File: src/rtl/pc_pkg.sv
// Shared definitions for the fetch-stage program-counter generator.
// Holds the controller state encoding and the default reset vector / alignment.
package pc_pkg;

    typedef enum logic [1:0] {
        BOOT  = 2'd0,
        RUN   = 2'd1,
        FAULT = 2'd2
    } pc_state_e;

    localparam logic [31:0] DEFAULT_RESET_VEC   = 32'h0000_0000;
    localparam int          DEFAULT_IALIGN_BITS = 2;

endpackage

File: src/rtl/pc_gen.sv
// RV32I fetch program-counter generator: advances under a valid/ready handshake,
// accepts trap/branch redirects and parks in FAULT on a misaligned branch target.
module pc_gen
    import pc_pkg::*;
#(
    parameter int                 XLEN        = 32,
    parameter logic [XLEN-1:0]    RESET_VEC   = XLEN'(DEFAULT_RESET_VEC),
    parameter int                 IALIGN_BITS = DEFAULT_IALIGN_BITS
) (
    input  logic            clk_pc,
    input  logic            rst_pc_n,
    input  logic            fetch_ready,
    input  logic            redir_valid,
    input  logic [XLEN-1:0] redir_target,
    input  logic            trap_valid,
    input  logic [XLEN-1:0] trap_target,
    output logic [XLEN-1:0] pc_out,
    output logic            pc_valid,
    output logic [XLEN-1:0] pc_plus_inc,
    output logic            misalign_err
);

    localparam logic [XLEN-1:0] INC       = XLEN'(1) << IALIGN_BITS;
    localparam logic [XLEN-1:0] LOW_MASK  = INC - XLEN'(1);

    pc_state_e       state_q, state_d;
    logic [XLEN-1:0] pc_q, pc_d;
    logic            valid_q, valid_d;
    logic            err_q, err_d;

    logic [XLEN-1:0] trapAligned;
    logic            redirMisaligned;

    assign pc_plus_inc     = pc_q + INC;
    assign trapAligned     = trap_target & ~LOW_MASK;
    assign redirMisaligned = |(redir_target & LOW_MASK);

    always_ff @(posedge clk_pc or negedge rst_pc_n) begin
        if (!rst_pc_n) begin
            state_q <= BOOT;
            pc_q    <= RESET_VEC;
            valid_q <= 1'b0;
            err_q   <= 1'b0;
        end else begin
            state_q <= state_d;
            pc_q    <= pc_d;
            valid_q <= valid_d;
            err_q   <= err_d;
        end
    end

    // Trap beats redirect beats advance; a redirect drops any un-accepted address.
    always_comb begin
        state_d = state_q;
        pc_d    = pc_q;
        valid_d = valid_q;
        err_d   = err_q;
        case (state_q)
            BOOT: begin
                state_d = RUN;
                valid_d = 1'b1;
                err_d   = 1'b0;
            end
            RUN: begin
                if (trap_valid) begin
                    pc_d = trapAligned;
                end else if (redir_valid) begin
                    if (redirMisaligned) begin
                        state_d = FAULT;
                        valid_d = 1'b0;
                        err_d   = 1'b1;
                    end else begin
                        pc_d = redir_target;
                    end
                end else if (valid_q && fetch_ready) begin
                    pc_d = pc_plus_inc;
                end
            end
            FAULT: begin
                valid_d = 1'b0;
                if (trap_valid) begin
                    state_d = RUN;
                    pc_d    = trapAligned;
                    valid_d = 1'b1;
                    err_d   = 1'b0;
                end
            end
            default: begin
                state_d = BOOT;
                valid_d = 1'b0;
                err_d   = 1'b0;
            end
        endcase
    end

    assign pc_out       = pc_q;
    assign pc_valid     = valid_q;
    assign misalign_err = err_q;

endmodule
File: config.mk
export PLATFORM = sky130hd
export DESIGN_NAME = pc_gen
export DESIGN_NICKNAME = d
export VERILOG_FILES = /design/src/rtl/pc_pkg.sv /design/src/rtl/pc_gen.sv
export SDC_FILE = /design/constraint.sdc
export NUM_CORES = 1
export LEC_CHECK = 0
export BUFFER_PORTS_ARGS = -buffer_cell sky130_fd_sc_hd__buf_2
export CORE_ASPECT_RATIO = 0.8
export CORE_MARGIN = 1.5
export CORE_UTILIZATION = 24
export DETAILED_ROUTE_END_ITERATION = 12
export REMOVE_ABC_BUFFERS = 1
export SLEW_MARGIN = 15
export SYNTH_ARGS = -nofsm -noshare
export SYNTH_HDL_FRONTEND = slang
export SYNTH_SLANG_ARGS = --single-unit
export TNS_END_PERCENT = 20
File: constraint.sdc
create_clock -name clk_pc -period 4.1 [get_ports clk_pc]
set_input_delay 0.41 -clock clk_pc [delete_from_list [all_inputs] [get_ports clk_pc]]
set_output_delay 0.41 -clock clk_pc [all_outputs]
set_load 0.01 [all_outputs]
==> impl_metrics.json, run 1 <==
{
  "status": "finished clean",
  "synthFlopType": "dfrtp_1",
  "path_class": "flip-flop to output pin",
  "drt-initial-drc-count": 236,
  "area_delta_synth_final_pct": 32.4,
  "die_w_um": 125,
  "period_share_pct": 75.6,
  "path_cells": "ha_1 > nand3_2 > nor4_1 > nor3b_1 > xor2_1 > buf_2",
  "start_kind": "flip-flop",
  "synthCells": 363,
  "grt_pass1_vias": 3242,
  "cap_viol_max_count": 0,
  "post-route-min-period_ns": 3.10,
  "hpwl_um": 8410,
  "crit_fanout": 7,
  "synth-edff-count": 0,
  "ys_top_cells_by_area": "dfrtp_1 31%, o21ai_0 6.3%, nand2_1 5.1%",
  "clk_pin_slew_ns": 0.06,
  "yosys.area_share.xor_xnor_pct": 7.35,
  "diodes": 0,
  "slowest_delay_ns": 0.60,
  "fp.dieArea_um2": 12600,
  "cts_max_path_buffers": 2,
  "synth_cell_type_count": 58,
  "synth_top_family_by_area": "compound AO/OA/AOI/OAI gates",
  "dr.pass1.iters": 5,
  "rr_worst_depth": 7,
  "rows": 35,
  "ys_ff_latch": 36,
  "grt_max_degree": 37,
  "hold_buffers": 0,
  "antenna_found_initial": 0,
  "coreArea_um2": 11600,
  "routed_wl_um": 11300,
  "cts_root_buf": "clkbuf_16",
  "nets": 558,
  "p_leak_nw": 1.75,
  "cts_setup_buffers": 0,
  "fin_area_um2": 3790,
  "tritoncts": "done",
  "most-common-layout-cells": "132 x buf_2, 39 x nand2_1, 36 x o21ai_0, 36 x dfrtp_1, 28 x nor2_1",
  "rsz0062_at_grt": "no",
  "final_common_cell": "buf_2",
  "port_buffers": 132,
  "syn_area_um2": 2860,
  "fin_setup_tns_ns": 0,
  "overflow": 0,
  "yosys.area_share.simple_pct": 26.2,
  "die_h_um": 101,
  "postLayoutSetupSlackWorst_ns": 0.999,
  "place_congestion": 0.846,
  "place_area_um2": 3650,
  "synthAdderAreaFrac_pct": 2.19,
  "ant_nets": 0,
  "grt_pass1_wl_um": 17400,
  "clkLatencyLatePin_ns": 0.29,
  "cp.arrival_ns": 2.69,
  "grt_usage_pct": 18.0,
  "initial_core_util_pct": 24.7,
  "synth_async_sr_flop_share_pct": 100,
  "crit_required_ns": 3.69,
  "hp-class": "input pin to async pin",
  "cp-end-kind": "output pin",
  "ir_drop_mv": 0.282,
  "cts_resized": 0,
  "yosysTopAreaCell": "dfrtp_1",
  "yosys.area.top_type_share_pct": 31.5,
  "io-pin-count": 135,
  "pre_cts_slack_ns": 1.40,
  "synth_compound_area_share_pct": 27.1,
  "cts_sinks": 36,
  "setup_violations": 0,
  "tightest_slew_ns": 0.911,
  "r2r_setup_slack_ns": 1.48,
  "fin_skew_ns": 0.00475,
  "htreeDepth": 2,
  "via_count": 3343,
  "p_per_area_nw_per_um2": 776,
  "cp_slowest_cell": "nor3b_1",
  "cts_buffers": 5,
  "synth_area_per_cell_um2": 7.88,
  "viasPerCell": 5.29,
  "drcViolationCount": 0,
  "synth-seq-area-share_pct": 31.5,
  "drv_slew": 0,
  "yosysWarnings": 0,
  "clock.fmax_mhz": 322,
  "synth.area.mux_share_pct": 0.350,
  "wl_per_cell_um": 17.9,
  "drive_above_1_share_pct": 33.3,
  "maxSlewHeadroom_pct": 39.2,
  "holdWs_ns": 0.261,
  "hold_violations": 0
}
## critical path: cells and delay by family, from the launching register on
family	cells	cell delay, ns
AND/OR/NAND/NOR	3	1.37
flip-flops	1	0.44
adder cells (fa/ha/maj)	1	0.25
XOR/XNOR	1	0.19
buffers and inverters	1	0.15
## area by class of cell
| type | count | area [µm²] |
|---|---|---|
| Fill cell | 1231 | 7770 |
| Multi-Input combinational cell | 289 | 1810 |
| Sequential cell | 36 | 901 |
| Timing Repair Buffer | 137 | 698 |
| Tap cell | 148 | 185 |
| Clock buffer | 6 | 129 |
| Inverter | 15 | 56.3 |
| Clock inverter | 1 | 5.00 |
## metal layers
metal | vias up | track usage (%) | part of all wire, %
met4 | 0 | 5.24 | 0.98
met5 | - | 0 | 0
met3 | 9 | 4.51 | 8.8
li1 | 1576 | - | -
met2 | 168 | 28.2 | 44
met1 | 1590 | 24.6 | 46
## path summary, 6_finish.rpt
| check | start | to |
|---|---|---|
| max | pc_out[2] | pc_plus_inc[28] |
| min | rst_pc_n | pc_out[20] |
| max reg2reg | state_q[0] | pc_out[20] |
| min reg2reg | misalign_err | misalign_err |
| max in group asynchronous | rst_pc_n | pc_out[1] |
| min in group clk_pc | trap_target[13] | pc_out[13] |
## cell families after synthesis
| logic type | after synthesis |
|---|---|
| simple gates | 138 |
| compound gates | 121 |
| buf+inv | 38 |
| flops | 36 |
| fa+ha+maj | 5 |
| mux | 1 |
| xor+xnor | 24 |
## state kept, by name (all words and copies together), names as in the netlist
signal	count
pc_out	32
state_q	2
misalign_err	1
pc_valid	1
## synthesized netlist by cell type (2+ instances only)
cell,instances
nand3_2,2
nor4_1,4
a21oi_1,27
o311a_1,2
nand2_1,39
and4_1,2
nand4_1,11
o21bai_1,4
o31a_1,3
xor2_1,11
o211ai_1,4
ha_1,5
o2bb2ai_1,2
nor3b_1,2
inv_1,14
dfrtp_1,36
a31o_2,3
buf_2,2
or4_1,2
o22ai_1,2
clkbuf_1,18
and2_1,4
a31oi_1,11
xnor2_1,13
o31ai_1,3
and3_1,3
nor4_4,2
o221ai_1,3
nand2b_1,5
buf_4,2
nor2_1,28
nor3_1,9
a22oi_1,9
o22a_1,2
nand3_1,12
or2_2,5
o21ai_0,36
## metrics by stage
| stage | util (%) | instances | power (W) |
|---|---|---|---|
| 2_1_floorplan | - | 340 | 0.00181 |
| 3_3_place_gp | 31.6 | 625 | 0.00251 |
| 3_5_place_dp | 31.6 | 625 | 0.00256 |
| 4_1_cts | 32.8 | 632 | 0.00295 |
| 5_1_grt | 32.8 | 632 | 0.00318 |
| 6_report | 32.8 | 632 | 0.00294 |
## report_power, final
part | leakage, nW | switching, W | internal (W)
sequential | 0.439 | 0.000307 | 0.000535
combinational | 1.24 | 0.00103 | 0.000690
clock | 0.0667 | 0.000154 | 0.000221
Power figures use the tool's default switching activity.
==> run 2, diff against run 1 <==
--- a/config.mk
+++ b/config.mk
@@ -5,6 +5,7 @@
 export SDC_FILE = /design/constraint.sdc
 export NUM_CORES = 1
 export LEC_CHECK = 0
+export ABC_AREA = 1
 export BUFFER_PORTS_ARGS = -buffer_cell sky130_fd_sc_hd__buf_2
 export CORE_ASPECT_RATIO = 0.8
 export CORE_MARGIN = 1.5
==> constraint.sdc (replaced) <==
create_clock -name clk_pc -period 2.9 [get_ports clk_pc]
set_input_delay 0.29 -clock clk_pc [delete_from_list [all_inputs] [get_ports clk_pc]]
set_output_delay 0.29 -clock clk_pc [all_outputs]
set_load 0.01 [all_outputs]
==> run 2 against run 1 <==
Effect of this change:
- first-iteration DRC count fell by 40%
- wire length fell by 7.0%
- setup slack got worse by 0.48 ns
- sequential cell count did not move
- clock skew fell by 0.0024 ns
- final area rose by 3.5%
- power rose by 52%
- count of clock-buffer cells in the layout did not move
- final cell count rose by 14%
- worst hold slack got worse by 0.13 ns
- combinational power rose by 59%
- highest routed layer unchanged
==> impl_metrics.json, run 2 <==
{
  "status": "finished clean",
  "fp.dieArea_um2": 13100,
  "post-route-min-period_ns": 2.38,
  "drv_slew": 0,
  "yosys.area_share.simple_pct": 39.7,
  "utilization_pct": 32.4,
  "routed_wl_um": 10500,
  "pre_cts_slack_ns": 0.542,
  "cp-end-kind": "flip-flop",
  "start_kind": "flip-flop",
  "drt-initial-drc-count": 141,
  "yosysWarnings": 0,
  "yosys.area.top_type_share_pct": 30.3,
  "antenna_found_initial": 0,
  "rsz0062_at_grt": "no",
  "synth-edff-count": 0,
  "cts_sinks": 36,
  "postLayoutSetupSlackWorst_ns": 0.516,
  "tightest_slew_ns": 0.883,
  "via_count": 3263,
  "largest_reg_flops": 32,
  "r2r_setup_slack_ns": 0.52,
  "netlist_top_cells_count": "156 x nand2_1, 56 x nor2_1, 48 x a21oi_1",
  "ir_drop_mv": 0.350,
  "p_leak_nw": 2.01,
  "nets": 641,
  "synth-seq-area-share_pct": 30.3,
  "port_buffers": 132,
  "rows": 36,
  "p_per_area_nw_per_um2": 1140,
  "nFillCells": 1317,
  "ys_ff_latch": 36,
  "synthCells": 440,
  "synth_compound_area_share_pct": 13.7,
  "dr.pass1.iters": 4,
  "syn_area_um2": 2980,
  "maxSlewHeadroom_pct": 41.2,
  "synth_area_per_cell_um2": 6.77,
  "cts_root_buf": "clkbuf_16",
  "ys_top_cells_by_area": "dfrtp_1 30%, nand2_1 20%, a21oi_1 8.1%",
  "die_h_um": 103,
  "grt_pass1_vias": 3032,
  "yosysMostFrequentCell": "nand2_1",
  "setup_violations": 0,
  "most-common-layout-cells": "156 x nand2_1, 132 x buf_2, 56 x nor2_1",
  "cts_buffers": 5,
  "cp_slowest_cell": "nor2_1",
  "cp.arrival_ns": 2.58,
  "overflow": 0,
  "holdWs_ns": 0.128,
  "tritoncts": "done",
  "path_class": "flip-flop to flip-flop",
  "wl_per_cell_um": 14.6,
  "clkLatencyLatePin_ns": 0.28,
  "hold_buffers": 0,
  "fin_setup_tns_ns": 0,
  "initial_core_util_pct": 24.6,
  "crit_required_ns": 3.10,
  "yosysTopAreaCell": "dfrtp_1",
  "cts_setup_buffers": 0,
  "io-pin-count": 135,
  "hold_violations": 0,
  "clk_pin_slew_ns": 0.06,
  "crit_fanout": 12,
  "drive_above_1_share_pct": 31.9,
  "grt_max_degree": 37,
  "synth_async_sr_flop_share_pct": 100,
  "synthAdderAreaFrac_pct": 2.10,
  "synth_cell_type_count": 34,
  "yosys.area_share.xor_xnor_pct": 7.02,
  "coreArea_um2": 12100,
  "hp-class": "input pin to async pin",
  "synth_top_family_by_area": "simple AND/OR/NAND/NOR gates",
  "area_delta_synth_final_pct": 31.6,
  "drcViolationCount": 0,
  "die_w_um": 128,
  "htreeDepth": 2,
  "clock.fmax_mhz": 419,
  "path_cells": "inv_1 > ha_1 > nor2_1 > inv_1 > nor2_1 > buf_4 > nand2_1 > a41oi_1",
  "diodes": 0,
  "final_common_cell": "nand2_1",
  "synth.area.mux_share_pct": 0,
  "synthFlopType": "dfrtp_1",
  "period_share_pct": 82.2,
  "ant_nets": 0,
  "grt_pass1_wl_um": 16200,
  "cap_viol_max_count": 0,
  "cts_max_path_buffers": 2,
  "viasPerCell": 4.53,
  "slowest_delay_ns": 0.54,
  "place_congestion": 0.845,
  "cts_resized": 0,
  "hpwl_um": 7980,
  "fin_skew_ns": 0.00231,
  "grt_usage_pct": 16.3
}
run 2: power by group:
group	switching [W]	internal [W]	leakage (nW)	total, W
Combinational	0.00172	0.00101	1.51	0.00273
Clock	0.000221	0.000339	0.0766	0.000561
Sequential	0.000406	0.000781	0.419	0.00119
Total	0.00234	0.00213	2.01	0.00448
run 2: area by class of cell:
cell class	instances	area [µm²]	share of cell area, %
sequential	36	901	23.0
timing repair buffer	138	706	18.0
tap	152	190	4.85
multi-input combinational	356	1860	47.5
clock buffer	6	139	3.54
clock inverter	2	10.0	0.255
inverter	30	113	2.87
run 2: kinds of logic after synthesis:
family | count (synthesis)
adder cells (fa/ha/maj) | 5
AND/OR/NAND/NOR | 262
buffers and inverters | 48
flip-flops | 36
XOR/XNOR | 17
AO/OA/AOI/OAI | 72
run 2: metrics by stage:
stage / instances / cell area [µm²] / power, W
4_1_cts: 720 / 3920 / 0.00454
3_3_place_gp: 712 / 3770 / 0.00389
3_5_place_dp: 712 / 3770 / 0.00395
2_1_floorplan: 422 / 2880 / 0.00283
5_1_grt: 720 / 3920 / 0.00493
6_report: 720 / 3920 / 0.00448
run 2: worst max-delay path, delay by kind of cell (launching register included):
kind / cells / cell delay, ns
adders and majority gates: 1 / 0.25
DFF: 1 / 0.38
buffers and inverters: 3 / 0.60
and+or+nand+nor: 3 / 0.85
AOI/OAI and AO/OA: 1 / 0.21
run 2: layer usage:
metal | up-vias | global-route usage [%] | routed length [µm]
met5 | - | 0 | 0
met4 | 0 | 3.67 | 93
met3 | 9 | 3.84 | 762
met2 | 122 | 26.2 | 4630
met1 | 1471 | 22.2 | 5020
li1 | 1661 | - | -
run 2: final timing paths:
kind,startpoint,to,cells after the start
max in group asynchronous,rst_pc_n,pc_out[28],1
worst max-delay path,state_q[0],pc_out[4],8
worst min register to register,misalign_err,misalign_err,2
worst min-delay path,rst_pc_n,pc_out[9],1
worst max register to register,state_q[0],pc_out[4],8
min in group clk_pc,redir_target[1],pc_out[1],3
==> run 3, diff against run 2 <==
==> constraint.sdc (replaced) <==
create_clock -name clk_pc -period 2.35 [get_ports clk_pc]
set_input_delay 0.235 -clock clk_pc [delete_from_list [all_inputs] [get_ports clk_pc]]
set_output_delay 0.235 -clock clk_pc [all_outputs]
set_load 0.01 [all_outputs]
==> run 3 against run 2 <==
Effect of this change:
- via count grew 1.3%
- count of clock-buffer cells in the layout unchanged
- die area unchanged
- power is 25% higher
- sequential cell count did not move
- sequential share of layout area fell by 0.17 points
- critical endpoint is now pc_plus_inc[30]
==> impl_metrics.json, run 3 (synthesis gave the netlist of run 2 again) <==
{
  "status": "finished clean",
  "die_h_um": 103,
  "via_count": 3304,
  "most-common-layout-cells": "156 x nand2_1, 132 x buf_2, 56 x nor2_1",
  "initial_core_util_pct": 24.6,
  "rows": 36,
  "drv_slew": 0,
  "tritoncts": "done",
  "cp_slowest_cell": "dfrtp_1",
  "cts_sinks": 36,
  "hpwl_um": 7970,
  "path_class": "flip-flop to output pin",
  "grt_usage_pct": 16.4,
  "cts_root_buf": "clkbuf_16",
  "grt_pass1_vias": 3116,
  "clock.fmax_mhz": 449,
  "nFillCells": 1309,
  "maxSlewHeadroom_pct": 40.2,
  "power_frac_seq_pct": 26.2,
  "p_clk_share_pct": 12.6,
  "place_congestion": 0.843,
  "overflow": 0,
  "period_share_pct": 94.8,
  "cts_setup_buffers": 0,
  "clkLatencyLatePin_ns": 0.29,
  "cts_max_path_buffers": 2,
  "setup_violations": 0,
  "fin_area_um2": 3950,
  "post-route-min-period_ns": 2.23,
  "htreeDepth": 2,
  "pre_cts_slack_ns": 0.324,
  "wl_per_cell_um": 14.6,
  "io-pin-count": 135,
  "power_switching_w": 0.00291,
  "grt_max_degree": 37,
  "hold_buffers": 0,
  "viasPerCell": 4.56,
  "crit_fanout": 6,
  "p_leak_nw": 2.03,
  "path_cells": "ha_1 > nand2_2 > nor2_4 > nand2_4 > nor2_4 > nand2_1 > xnor2_2 > buf_2",
  "pwr-share-comb_pct": 61.2,
  "drive_above_1_share_pct": 32.3,
  "area_delta_synth_final_pct": 32.6,
  "ir_drop_mv": 0.599,
  "coreArea_um2": 12100,
  "grt_pass1_wl_um": 16500,
  "critPathTopFamily": "simple AND/OR/NAND/NOR gates",
  "cp.arrival_ns": 1.99,
  "switching_share_pct": 52.2,
  "fin_skew_ns": 0.00694,
  "rsz0062_at_grt": "no",
  "cap_viol_max_count": 0,
  "hp-class": "input pin to async pin",
  "clk_pin_slew_ns": 0.06,
  "crit_required_ns": 2.12,
  "routed_wl_um": 10500,
  "place_area_um2": 3800,
  "port_buffers": 132,
  "postLayoutSetupSlackWorst_ns": 0.123,
  "final_common_cell": "nand2_1",
  "nets": 645,
  "intPower_w": 0.00267,
  "fp.dieArea_um2": 13100,
  "cts_buffers": 5,
  "holdWs_ns": 0.0725,
  "dr.pass1.iters": 4,
  "tightest_slew_ns": 0.897,
  "cp-end-kind": "output pin",
  "diodes": 0,
  "start_kind": "flip-flop",
  "utilization_pct": 32.6,
  "r2r_setup_slack_ns": 0.25,
  "p_per_area_nw_per_um2": 1410,
  "drt-initial-drc-count": 149,
  "slowest_delay_ns": 0.42,
  "cts_resized": 0,
  "die_w_um": 128,
  "drcViolationCount": 0,
  "antenna_found_initial": 0,
  "largest_reg_flops": 32,
  "crit_buf_inv": 1,
  "hold_violations": 0,
  "crit_top_cell": "nor2_4",
  "ant_nets": 0
}
run 3: cell count changes in the layout (fill, tap and decap cells not counted), sizes merged:
cell and delta:
buf +4
run 3: layout make-up:
class | count | area, µm² | share of cell area [%]
multi-input cells | 356 | 1860 | 47.1
inverters | 30 | 113 | 2.85
clock buffers | 6 | 139 | 3.52
flip-flops and latches | 36 | 901 | 22.8
clock inverters | 2 | 10.0 | 0.253
repair buffers | 142 | 736 | 18.6
well taps | 152 | 190 | 4.81
run 3: final timing paths:
check,start,endpoint,cells past startpoint
worst max-delay path,pc_out[2],pc_plus_inc[30],8
worst min-delay path,rst_pc_n,pc_out[9],1
worst max register to register,state_q[0],pc_out[2],11
worst min register to register,misalign_err,misalign_err,2
max in group asynchronous,rst_pc_n,pc_out[28],1
min in group clk_pc,redir_target[1],pc_out[1],3
run 3: power by group through the flow:
stage	clock network, W	registers [W]	logic (W)
2_1_floorplan	0	0.00150	0.00200
3_3_place_gp	0	0.00146	0.00337
3_5_place_dp	0	0.00147	0.00343
4_1_cts	0.000727	0.00146	0.00345
5_1_grt	0.000745	0.00154	0.00387
6_report	0.000703	0.00146	0.00341
run 3: worst register-to-register path: cells and delay by family (launching register included):
kind	cells	cell delay (ns)
buffers and inverters	5	0.63
and+or+nand+nor	3	0.50
DFF	1	0.37
AOI/OAI and AO/OA	2	0.27
adders and majority gates	1	0.25
run 3: metrics by stage:
stage | total power (W) | TNS (ns) | std cells
global placement | 0.00484 | 0 | 716
detailed placement | 0.00490 | 0 | 716
CTS | 0.00564 | 0 | 724
global route | 0.00615 | 0 | 724
floorplan | 0.00350 | -9.57 | 422
finish | 0.00558 | 0 | 724
run 3: layer usage:
layer / vias up / wire [µm] / GRT usage, %
met1: 1507 / 5070 / 22.8
met3: 11 / 726 / 3.27
met5: - / 0 / 0
li1: 1672 / - / -
met4: 0 / 106 / 3.06
met2: 114 / 4640 / 26.7
